`src/rtl/div_sequencer_if.sv`:
```
// div_sequencer_if
// Purpose : Bundles the execute-stage handshake and the HI/LO result bus of
//           the DIV/DIVU sequencer so the pipeline and the sequencer share
//           one connection.
// Ports   : start_i, signed_i, a_i, b_i, cancel_i  - execute stage -> sequencer
//           stall_o, ready_o, hilowrite_o, hi_o, lo_o - sequencer -> pipeline
// Modports: master = execute stage / pipeline side, slave = sequencer side.
interface div_sequencer_if #(
    parameter int WIDTH = 32
);
    logic             start_i;
    logic             signed_i;
    logic [WIDTH-1:0] a_i;
    logic [WIDTH-1:0] b_i;
    logic             cancel_i;
    logic             stall_o;
    logic             ready_o;
    logic             hilowrite_o;
    logic [WIDTH-1:0] hi_o;
    logic [WIDTH-1:0] lo_o;

    modport master (
        output start_i, signed_i, a_i, b_i, cancel_i,
        input  stall_o, ready_o, hilowrite_o, hi_o, lo_o
    );

    modport slave (
        input  start_i, signed_i, a_i, b_i, cancel_i,
        output stall_o, ready_o, hilowrite_o, hi_o, lo_o
    );
endinterface

```
`src/rtl/div_sequencer.sv`:
```
// div_sequencer
// Purpose : Multi-cycle DIV/DIVU unit for the five-stage MIPS pipeline.
//           Radix-2 restoring division, one quotient bit per clock. Holds
//           the front of the pipeline with stall_o while it works, then
//           presents remainder (HI) and quotient (LO) with a one-cycle
//           write strobe.
// Ports   : clk  - rising-edge clock
//           rst  - asynchronous, active-low reset
//           bus  - div_sequencer_if.slave (operands, cancel, stall, results)
module div_sequencer #(
    parameter int WIDTH = 32
) (
    input  logic             clk,
    input  logic             rst,
    div_sequencer_if.slave   bus
);
    localparam int            CW   = $clog2(WIDTH);
    localparam logic [CW-1:0] LAST = CW'(WIDTH - 1);

    typedef enum logic [1:0] {
        IDLE,
        RUN,
        DONE
    } state_t;

    state_t           state;
    state_t           state_next;
    logic [CW-1:0]    count;
    logic [WIDTH-1:0] rem;
    logic [WIDTH-1:0] quo;
    logic [WIDTH-1:0] divisor;
    logic [WIDTH-1:0] hi;
    logic [WIDTH-1:0] lo;
    logic             quo_neg;
    logic             rem_neg;

    logic [WIDTH:0]   trial;
    logic [WIDTH:0]   diff;
    logic [WIDTH-1:0] rem_step;
    logic [WIDTH-1:0] quo_step;
    logic [WIDTH-1:0] quo_fixed;
    logic [WIDTH-1:0] rem_fixed;
    logic [WIDTH-1:0] a_mag;
    logic [WIDTH-1:0] b_mag;

    logic             do_load;
    logic             do_zero;
    logic             do_iter;
    logic             do_commit;

    // Operand magnitudes. The most negative value negates to itself, which
    // read as unsigned is exactly its magnitude, so no extra bit is needed.
    always_comb begin
        a_mag = (bus.signed_i && bus.a_i[WIDTH-1]) ? -bus.a_i : bus.a_i;
        b_mag = (bus.signed_i && bus.b_i[WIDTH-1]) ? -bus.b_i : bus.b_i;
    end

    // One restoring step. The trial value is one bit wider than the
    // remainder so the top bit of the difference acts as the borrow.
    // Since the kept remainder is always below the divisor, a failed trial
    // never has its top bit set and can be truncated safely.
    always_comb begin
        trial = {rem, quo[WIDTH-1]};
        diff  = trial - {1'b0, divisor};
        if (!diff[WIDTH]) begin
            rem_step = diff[WIDTH-1:0];
            quo_step = {quo[WIDTH-2:0], 1'b1};
        end else begin
            rem_step = trial[WIDTH-1:0];
            quo_step = {quo[WIDTH-2:0], 1'b0};
        end
        quo_fixed = quo_neg ? -quo_step : quo_step;
        rem_fixed = rem_neg ? -rem_step : rem_step;
    end

    // State register.
    always_ff @(posedge clk or negedge rst) begin
        if (!rst) begin
            state <= IDLE;
        end else begin
            state <= state_next;
        end
    end

    // Next-state and datapath control. A flush beats everything, including
    // the final iteration, so a cancelled divide never commits.
    always_comb begin
        state_next = state;
        do_load    = 1'b0;
        do_zero    = 1'b0;
        do_iter    = 1'b0;
        do_commit  = 1'b0;
        if (bus.cancel_i) begin
            state_next = IDLE;
        end else begin
            case (state)
                IDLE: begin
                    if (bus.start_i) begin
                        if (bus.b_i == '0) begin
                            state_next = DONE;
                            do_zero    = 1'b1;
                        end else begin
                            state_next = RUN;
                            do_load    = 1'b1;
                        end
                    end
                end
                RUN: begin
                    do_iter = 1'b1;
                    if (count == LAST) begin
                        state_next = DONE;
                        do_commit  = 1'b1;
                    end
                end
                DONE: begin
                    // The instruction that launched us is still in execute,
                    // so a start seen here is the same DIV and is ignored.
                    state_next = IDLE;
                end
                default: begin
                    state_next = IDLE;
                end
            endcase
        end
    end

    // Datapath: operand latch, iteration, and the committed HI/LO values.
    // HI/LO only change on entry to DONE, so a flush leaves them intact.
    always_ff @(posedge clk or negedge rst) begin
        if (!rst) begin
            count   <= '0;
            rem     <= '0;
            quo     <= '0;
            divisor <= '0;
            quo_neg <= 1'b0;
            rem_neg <= 1'b0;
            hi      <= '0;
            lo      <= '0;
        end else begin
            if (do_load) begin
                count   <= '0;
                rem     <= '0;
                quo     <= a_mag;
                divisor <= b_mag;
                quo_neg <= bus.signed_i & (bus.a_i[WIDTH-1] ^ bus.b_i[WIDTH-1]);
                rem_neg <= bus.signed_i & bus.a_i[WIDTH-1];
            end
            if (do_iter) begin
                rem   <= rem_step;
                quo   <= quo_step;
                count <= count + 1'b1;
            end
            if (do_commit) begin
                lo <= quo_fixed;
                hi <= rem_fixed;
            end
            // Divide by zero never traps; HI returns the raw dividend.
            if (do_zero) begin
                lo <= '1;
                hi <= bus.a_i;
            end
        end
    end

    assign bus.stall_o     = ((state == IDLE) && bus.start_i && !bus.cancel_i) || (state == RUN);
    assign bus.ready_o     = (state == DONE);
    assign bus.hilowrite_o = (state == DONE);
    assign bus.hi_o        = hi;
    assign bus.lo_o        = lo;

endmodule

```
`src/flat_wrapper.sv`:
```
// flat-port wrapper written by rule: the top's interface ports become plain ports
module div_sequencer_flat 
#(
    parameter int WIDTH = 32
)
  (clk, rst, bus_start_i, bus_signed_i, bus_a_i, bus_b_i, bus_cancel_i, bus_stall_o, bus_ready_o, bus_hilowrite_o, bus_hi_o, bus_lo_o);
  div_sequencer_if #(.WIDTH(WIDTH)) bus_i ();
  input  logic clk;
  input  logic rst;
  input wire logic [$bits(bus_i.start_i)-1:0] bus_start_i;
  input wire logic [$bits(bus_i.signed_i)-1:0] bus_signed_i;
  input wire logic [$bits(bus_i.a_i)-1:0] bus_a_i;
  input wire logic [$bits(bus_i.b_i)-1:0] bus_b_i;
  input wire logic [$bits(bus_i.cancel_i)-1:0] bus_cancel_i;
  output wire logic [$bits(bus_i.stall_o)-1:0] bus_stall_o;
  output wire logic [$bits(bus_i.ready_o)-1:0] bus_ready_o;
  output wire logic [$bits(bus_i.hilowrite_o)-1:0] bus_hilowrite_o;
  output wire logic [$bits(bus_i.hi_o)-1:0] bus_hi_o;
  output wire logic [$bits(bus_i.lo_o)-1:0] bus_lo_o;
  assign bus_i.start_i = bus_start_i;
  assign bus_i.signed_i = bus_signed_i;
  assign bus_i.a_i = bus_a_i;
  assign bus_i.b_i = bus_b_i;
  assign bus_i.cancel_i = bus_cancel_i;
  assign bus_stall_o = bus_i.stall_o;
  assign bus_ready_o = bus_i.ready_o;
  assign bus_hilowrite_o = bus_i.hilowrite_o;
  assign bus_hi_o = bus_i.hi_o;
  assign bus_lo_o = bus_i.lo_o;
  div_sequencer #(.WIDTH(WIDTH)) u_core (.clk(clk), .rst(rst), .bus(bus_i));
endmodule
```
`config.mk`:
```
export PLATFORM = sky130hd
export DESIGN_NAME = div_sequencer_flat
export DESIGN_NICKNAME = d
export VERILOG_FILES = /design/src/rtl/div_sequencer_if.sv /design/src/rtl/div_sequencer.sv /design/src/flat_wrapper.sv
export SDC_FILE = /design/constraint.sdc
export NUM_CORES = 1
export LEC_CHECK = 0
export ABC_AREA = 1
export CORE_AREA = 5 5 167 169
export CTS_BUF_LIST = sky130_fd_sc_hd__clkbuf_2 sky130_fd_sc_hd__clkbuf_4 sky130_fd_sc_hd__clkbuf_8
export CTS_CLUSTER_DIAMETER = 50
export DETAILED_ROUTE_END_ITERATION = 10
export DIE_AREA = 0 0 172 174
export PLACE_DENSITY = 0.75
export SYNTH_ARGS = -nofsm -noshare
export SYNTH_HDL_FRONTEND = slang
export SYNTH_SLANG_ARGS = --single-unit
```
`constraint.sdc`:
```
create_clock -name clk -period 3.5 [get_ports clk]
set_input_delay 0.35 -clock clk [delete_from_list [all_inputs] [get_ports clk]]
set_output_delay 0.35 -clock clk [all_outputs]
set_load 0.03 [all_outputs]
```
=== Word-level counts from Yosys, hierarchy flattened ===
Cells that the tools add are included.

* Bits in registers: 169
* Input bits: 69
* Output and inout port bits: 67
* Word-level logic and storage cells: 68

* Add/sub/neg operators: 6
* Equal/unequal tests: 5
* Multiplexer cells: 34
* Bitwise operators: 3
* Reductions and logical operators: 11

{| class="wikitable"
|+ Operators by type and width
! cell !! count
|-
| 2-to-1 mux 32 bit || 13
|-
| negation 32 bit || 4
|-
| subtractor 33 x 32 -> 33 bit || 1
|-
| zero test 32 bit || 1
|-
| 2-to-1 mux 1 bit || 14
|-
| 2-to-1 mux 5 bit || 2
|-
| 2-to-1 mux 2 bit || 4
|-
| adder 5 x 1 -> 5 bit, second input constant || 1
|-
| == test 5 bit, second input constant || 1
|-
| logical AND 1 bit || 4
|-
| one-hot mux 2 bit (2 select lines) || 1
|-
| nonzero test 2 bit || 2
|-
| != test 3 x 2 -> 1 bit, second input constant || 1
|-
| != test 3 bit, second input constant || 1
|-
| AND 1 bit || 2
|-
| == test 2 x 1 -> 1 bit, second input constant || 1
|-
| == test 2 bit, second input constant || 1
|-
| zero test 2 bit || 1
|-
| AND reduction 2 bit || 1
|-
| zero test 1 bit || 1
|-
| logical OR 1 bit || 1
|-
| XOR 1 bit || 1
|}

=== Longest topological paths before layout ===
* Word-level depth: 7
* Depth in mapped cells: 29

=== Least setup slack after synthesis ===
Ideal clock, no wire load.

* Path type: reg-to-reg
* From: reg u_core.divisor[0]
* To: reg u_core.lo[28], in the netlist u_core.bus.lo_o[28]
* Arrival: 3,631 ps
* Slack: -250 ps
* Cell stages (with the launch flop): 29
* Buffers on the path: 2
* Period minus slack after synthesis: 3,750 ps
* Cell sequence: dfrtp_1 ha_1 fa_1 inv_1 nand2_1 nand2_1 nand3_1 nand2_2 nand2_1 nand2_2 nand2_4 nand2_4 nand2_4 nand2_8 buf_8 buf_2 ha_1 nand4_1 nor3_1 nand2_1 nor2_1 nand4_1 nor3_1 nand2_1 nand2_1 o21ai_0 xor2_1 o22ai_1 inv_1

* Cells in the longest elaborated chain, start to end: 6

{| class="wikitable"
|+ Ends and longest elaborated chain
! what !! line !! RTL
|-
| from (decl) || div_sequencer.sv:31 || <nowiki>logic [WIDTH-1:0] divisor;</nowiki>
|-
| from (signal assigned) || div_sequencer.sv:144 || <nowiki>divisor <= b_mag;</nowiki>
|-
| subtractor 33 x 32 -> 33 bit || div_sequencer.sv:64 || <nowiki>diff = trial - {1'b0, divisor};</nowiki>
|-
| 2-to-1 mux 1 bit || div_sequencer.sv:65 || <nowiki>if (!diff[WIDTH]) begin</nowiki>
|-
| negation 32 bit || div_sequencer.sv:72 || <nowiki>quo_fixed = quo_neg ? -quo_step : quo_step;</nowiki>
|-
| 2-to-1 mux 32 bit || div_sequencer.sv:72 ||
|-
| 2-to-1 mux 32 bit || div_sequencer.sv:153 || <nowiki>if (do_commit) begin</nowiki>
|-
| 2-to-1 mux 32 bit || div_sequencer.sv:158 || <nowiki>if (do_zero) begin</nowiki>
|-
| to (signal assigned) || div_sequencer.sv:154 || <nowiki>lo <= quo_fixed;</nowiki>
|-
| to (decl) || div_sequencer.sv:33 || <nowiki>logic [WIDTH-1:0] lo;</nowiki>
|}

Every way passes these cells. The select of a mux whose other input is x is not followed.
A chain may end at the register's enable or synchronous reset.

=== Final worst setup path ===
* From: reg u_core.quo[31]
* To: reg u_core.lo[28], in the netlist u_core.bus.lo_o[28]

* Cells in the longest elaborated chain, start to end: 6

{| class="wikitable"
|+ Ends and longest elaborated chain
! what !! line !! RTL
|-
| from (decl) || div_sequencer.sv:30 || <nowiki>logic [WIDTH-1:0] quo;</nowiki>
|-
| from (signal assigned) || div_sequencer.sv:143 || <nowiki>quo <= a_mag;</nowiki>
|-
| from (signal assigned) || div_sequencer.sv:150 || <nowiki>quo <= quo_step;</nowiki>
|-
| subtractor 33 x 32 -> 33 bit || div_sequencer.sv:64 ||
|-
| 2-to-1 mux 1 bit || div_sequencer.sv:65 ||
|-
| negation 32 bit || div_sequencer.sv:72 ||
|-
| 2-to-1 mux 32 bit || div_sequencer.sv:72 ||
|-
| 2-to-1 mux 32 bit || div_sequencer.sv:153 ||
|-
| 2-to-1 mux 32 bit || div_sequencer.sv:158 ||
|}

Every way passes these cells. The select of a mux whose other input is x is not followed.

==> results.json <==
{
  "failing_checks": "setup timing",
  "end_kind": "flop",
  "synth_sequential_area_ratio_pct": 32.2,
  "vias_in_the_first_global_route": 13500,
  "syn-instance-count": 1967,
  "maxCapViolations": 0,
  "place_congestion": 0.957,
  "finalHoldViolations": 0,
  "drt.antenna.violating_nets": 0,
  "dominantRegCellSynth": "sky130_fd_sc_hd__dfrtp_1",
  "hold-worst-slack_ns": 0.362,
  "async_reset_ff_share_pct": 100,
  "finalMaxSlewViolations": 0,
  "start_kind": "flop",
  "initial_utilization_pct": 49.8,
  "yosys_reg_bits": 169,
  "setup_viol": 11,
  "final_worst_path_period_share_pct": 107,
  "timing_worst_setup_path_type": "reg -> reg",
  "final_common_cell": "sky130_fd_sc_hd__nand2_1",
  "grt_max_degree": 70,
  "main_combinational_cell_family_by_area_after_synthesis": "simple AND/OR/NAND/NOR gates",
  "worst_r2r_startpoint": "u_core.quo[31]",
  "postSynthAreaPerCell_um2": 6.68,
  "areaGrowthSynthToFinish_pct": 31.9,
  "mappedNetlistNets": 2075,
  "die_w_um": 172,
  "grt_overflow_total": 0,
  "number_of_drc_violations_after_detailed_routing_iteration_0": 1610,
  "clkLatencyLatePin_ns": 0.49,
  "synth-adder-area-share_pct": 3.77,
  "synth_compound_gate_area_share_pct": 13.0,
  "worst_slew_pin_slew_ns": 0.648,
  "run_status": "finished with violations",
  "rsz0062_at_grt": "true",
  "die_y_um": 174,
  "post-route-cell-area_um2": 17300,
  "worst-endpoint-required_ns": 3.89,
  "top_level_ports": 136,
  "nNetsFinal": 2346,
  "yosysUniqueCellTypes": 56,
  "hpwl_reported_at_the_end_of_detailed_placement_mm": 35.7,
  "post_synth_instance_area_um2": 13100,
  "routedWlPerCell_um": 18.4,
  "post-route-worst-setup-slack_ns": -0.230,
  "synth_warnings": 0,
  "grt_pass1_wl_mm": 71.5,
  "cts_max_path_buffers": 2,
  "total_leakage_power_nw": 8.69,
  "critPathBufInv": 3,
  "cpMaxStageDelayCell": "sky130_fd_sc_hd__dfrtp_1",
  "synth_mux_area_share_pct": 0,
  "worstRegToRegCells": 27,
  "cts.clk_slew.worst_paths_ns": 0.11,
  "fmaxAchievable_ghz": 0.268,
  "crit_path_max_fo": 3,
  "synthesized_area_fraction_occupied_by_and_or_nand_nor_cells_pct": 34.0,
  "slew_headroom_pct": 56.5,
  "dr_total_vias": 14500,
  "total_number_of_clock_tree_sinks": 169,
  "drc": 0,
  "rr_endpoint": "u_core.bus.lo_o[28]",
  "globalRouteTotalUtil_pct": 30.0,
  "placement.io_buffers": 135,
  "layout_common_cells": "sky130_fd_sc_hd__nand2_1, sky130_fd_sc_hd__inv_1, sky130_fd_sc_hd__dfrtp_1",
  "floorplan.rows": 60,
  "timing.final.crit_period_ns": 3.73,
  "timing.setup.tns_ns": -1.20,
  "max-vdd-ir-drop_uv": 587,
  "drtPass1Iterations": 6,
  "hold_wc_path_type": "in -> async",
  "cp.arrival_ns": 4.12,
  "critical_path.most_common_cell": "sky130_fd_sc_hd__nand2_2",
  "timing.critical_path.slowest_cell_delay_ns": 0.44,
  "core_region_area_um2": 26400,
  "drive_above_1_share_pct": 18.3,
  "timing.clock.skew_ns": 0.0269,
  "route.final.wire_length_mm": 47.6,
  "utilization_pct": 65.6,
  "synth_edf_count": 0,
  "drt-vias-per-instance": 5.60,
  "r2r_setup_slack_ns": -0.23,
  "initial_antenna_violation_count": 1,
  "cp_top_family": "simple AND/OR/NAND/NOR gates",
  "die-area_um2": 29900,
  "post_synth_xor_area_fraction_pct": 6.13,
  "cts_inserted_buffers": 17,
  "h-tree-depth": 4,
  "placedInstanceArea_um2": 15600,
  "power_per_cell_area_nw_per_um2": 868,
  "cts_tree": "yes",
  "clk_tree_root_cell": "sky130_fd_sc_hd__clkbuf_8"
}
-- flip-flops by register name, summed over array words and instances, names as in the netlist --
signal	flops
u_core.divisor	32
u_core.rem	32
u_core.rem_neg	1
u_core.count	5
u_core.quo	32
u_core.bus.hi_o	32
u_core.state	2
u_core.bus.lo_o	32
u_core.quo_neg	1
-- report_power, final --
group	internal, W	switching (W)	total [W]
registers	0.00228	0.000382	0.00266
clock network	0.000556	0.000927	0.00148
logic	0.00436	0.00654	0.0109
-- worst reg2reg max path, stage by stage, from the launching register on --
cell and delay, ns:
sky130_fd_sc_hd__dfrtp_1 0.44, sky130_fd_sc_hd__inv_2 0.09, sky130_fd_sc_hd__ha_4 0.17, sky130_fd_sc_hd__fa_2 0.34
sky130_fd_sc_hd__inv_2 0.08, sky130_fd_sc_hd__nand2_2 0.06, sky130_fd_sc_hd__nand2_2 0.07, sky130_fd_sc_hd__nand3_2 0.06
sky130_fd_sc_hd__nand2_2 0.08, sky130_fd_sc_hd__nand2_2 0.05, sky130_fd_sc_hd__nand2_2 0.09, sky130_fd_sc_hd__nand2_4 0.07
sky130_fd_sc_hd__nand2_4 0.07, sky130_fd_sc_hd__nand2_4 0.07, sky130_fd_sc_hd__nand2_8 0.09, sky130_fd_sc_hd__ha_4 0.12
sky130_fd_sc_hd__nand4_1 0.12, sky130_fd_sc_hd__nor3_2 0.22, sky130_fd_sc_hd__nand2_1 0.10, sky130_fd_sc_hd__nor2_1 0.10
sky130_fd_sc_hd__nand4_1 0.26, sky130_fd_sc_hd__nor3_2 0.28, sky130_fd_sc_hd__nand2_1 0.10, sky130_fd_sc_hd__nand2_2 0.08
sky130_fd_sc_hd__o21ai_1 0.08, sky130_fd_sc_hd__xor2_1 0.17, sky130_fd_sc_hd__o22ai_1 0.10, sky130_fd_sc_hd__inv_1 0.05
-- synthesized netlist by cell type, drive strengths merged, types with 3 or more instances --
library cell,number,area (µm²)
clkinv,3,11.3
xor2,74,648
buf,26,165
nand4,25,156
nand3,132,701
nand3b,6,45.0
inv,299,1120
o22ai,43,269
o21bai,10,75.1
o221ai,31,272
o211ai,9,67.6
nand2,636,2530
clkbuf,35,131
a21oi,41,224
dfrtp,169,4230
a22o,6,52.6
o21ai,108,556
xnor2,18,158
nor3,32,186
nor2,174,706
o22a,3,26.3
nor4,11,68.8
ha,38,475
and2,3,20.0
or2,6,37.5
a31oi,15,93.8
-- final cells by class --
type                            instances  area [µm²]
Clock inverter                         14         155
Tap cell                              341         427
Fill cell                            2317        9090
Antenna cell                            1        2.50
Timing Repair Buffer                  312        2960
Inverter                              302        1140
Sequential cell                       169        4230
Multi-Input combinational cell       1436        8180
Clock buffer                           18         248
-- through the flow --
stage	power, W	cells	worst slack [ns]
6_report	0.0151	2593	-0.230
4_1_cts	0.0125	2550	-0.0812
3_3_place_gp	0.0107	2499	-0.0249
5_1_grt	0.0161	2592	-0.402
3_5_place_dp	0.0108	2499	-0.165
2_1_floorplan	0.00809	1967	-0.00855
-- routing by layer --
| layer | track usage [%] | share of wire (%) | vias to the layer above | wire (µm) |
|---|---|---|---|---|
| li1 | - | - | 6872 | - |
| met1 | 43.4 | 44 | 6853 | 20900 |
| met2 | 46.8 | 45 | 699 | 21600 |
| met3 | 4.43 | 7.5 | 106 | 3570 |
| met4 | 8.61 | 3.1 | 0 | 1490 |
| met5 | 0 | 0 | - | 0 |
-- kinds of logic after synthesis --
family	Yosys count
simple gates	1028
flops	169
fa+ha+maj	39
buf+inv	363
xor+xnor	92
compound gates	276
-- how the worst max path moves through the flow --
stage              startpoint                  end  slack, ns  depth (start not counted)
6_report       u_core.quo[31]  u_core.bus.lo_o[28]      -0.23                         27
5_1_grt        u_core.quo[31]  u_core.bus.lo_o[30]      -0.40                         27
4_1_cts        u_core.quo[31]  u_core.bus.lo_o[30]      -0.08                         27
3_5_place_dp   u_core.quo[31]  u_core.bus.lo_o[30]      -0.16                         27
3_3_place_gp   u_core.quo[31]  u_core.bus.lo_o[28]      -0.02                         27
2_1_floorplan  u_core.quo[31]  u_core.bus.lo_o[30]     -0.009                         29
-- timing repair --
| action | 4_1_cts | 5_1_grt |
|---|---|---|
| buffers inserted | 18 | 42 |
| hold endpoints to repair | 46 | 0 |
| gates resized for setup | 8 | 177 |
| cloned | 0 | 5 |
| pin swaps | 11 | 86 |
| setup endpoints to repair | 18 | 35 |
| hold buffers | 1 | 0 |
(Power assumes the default switching activity.)
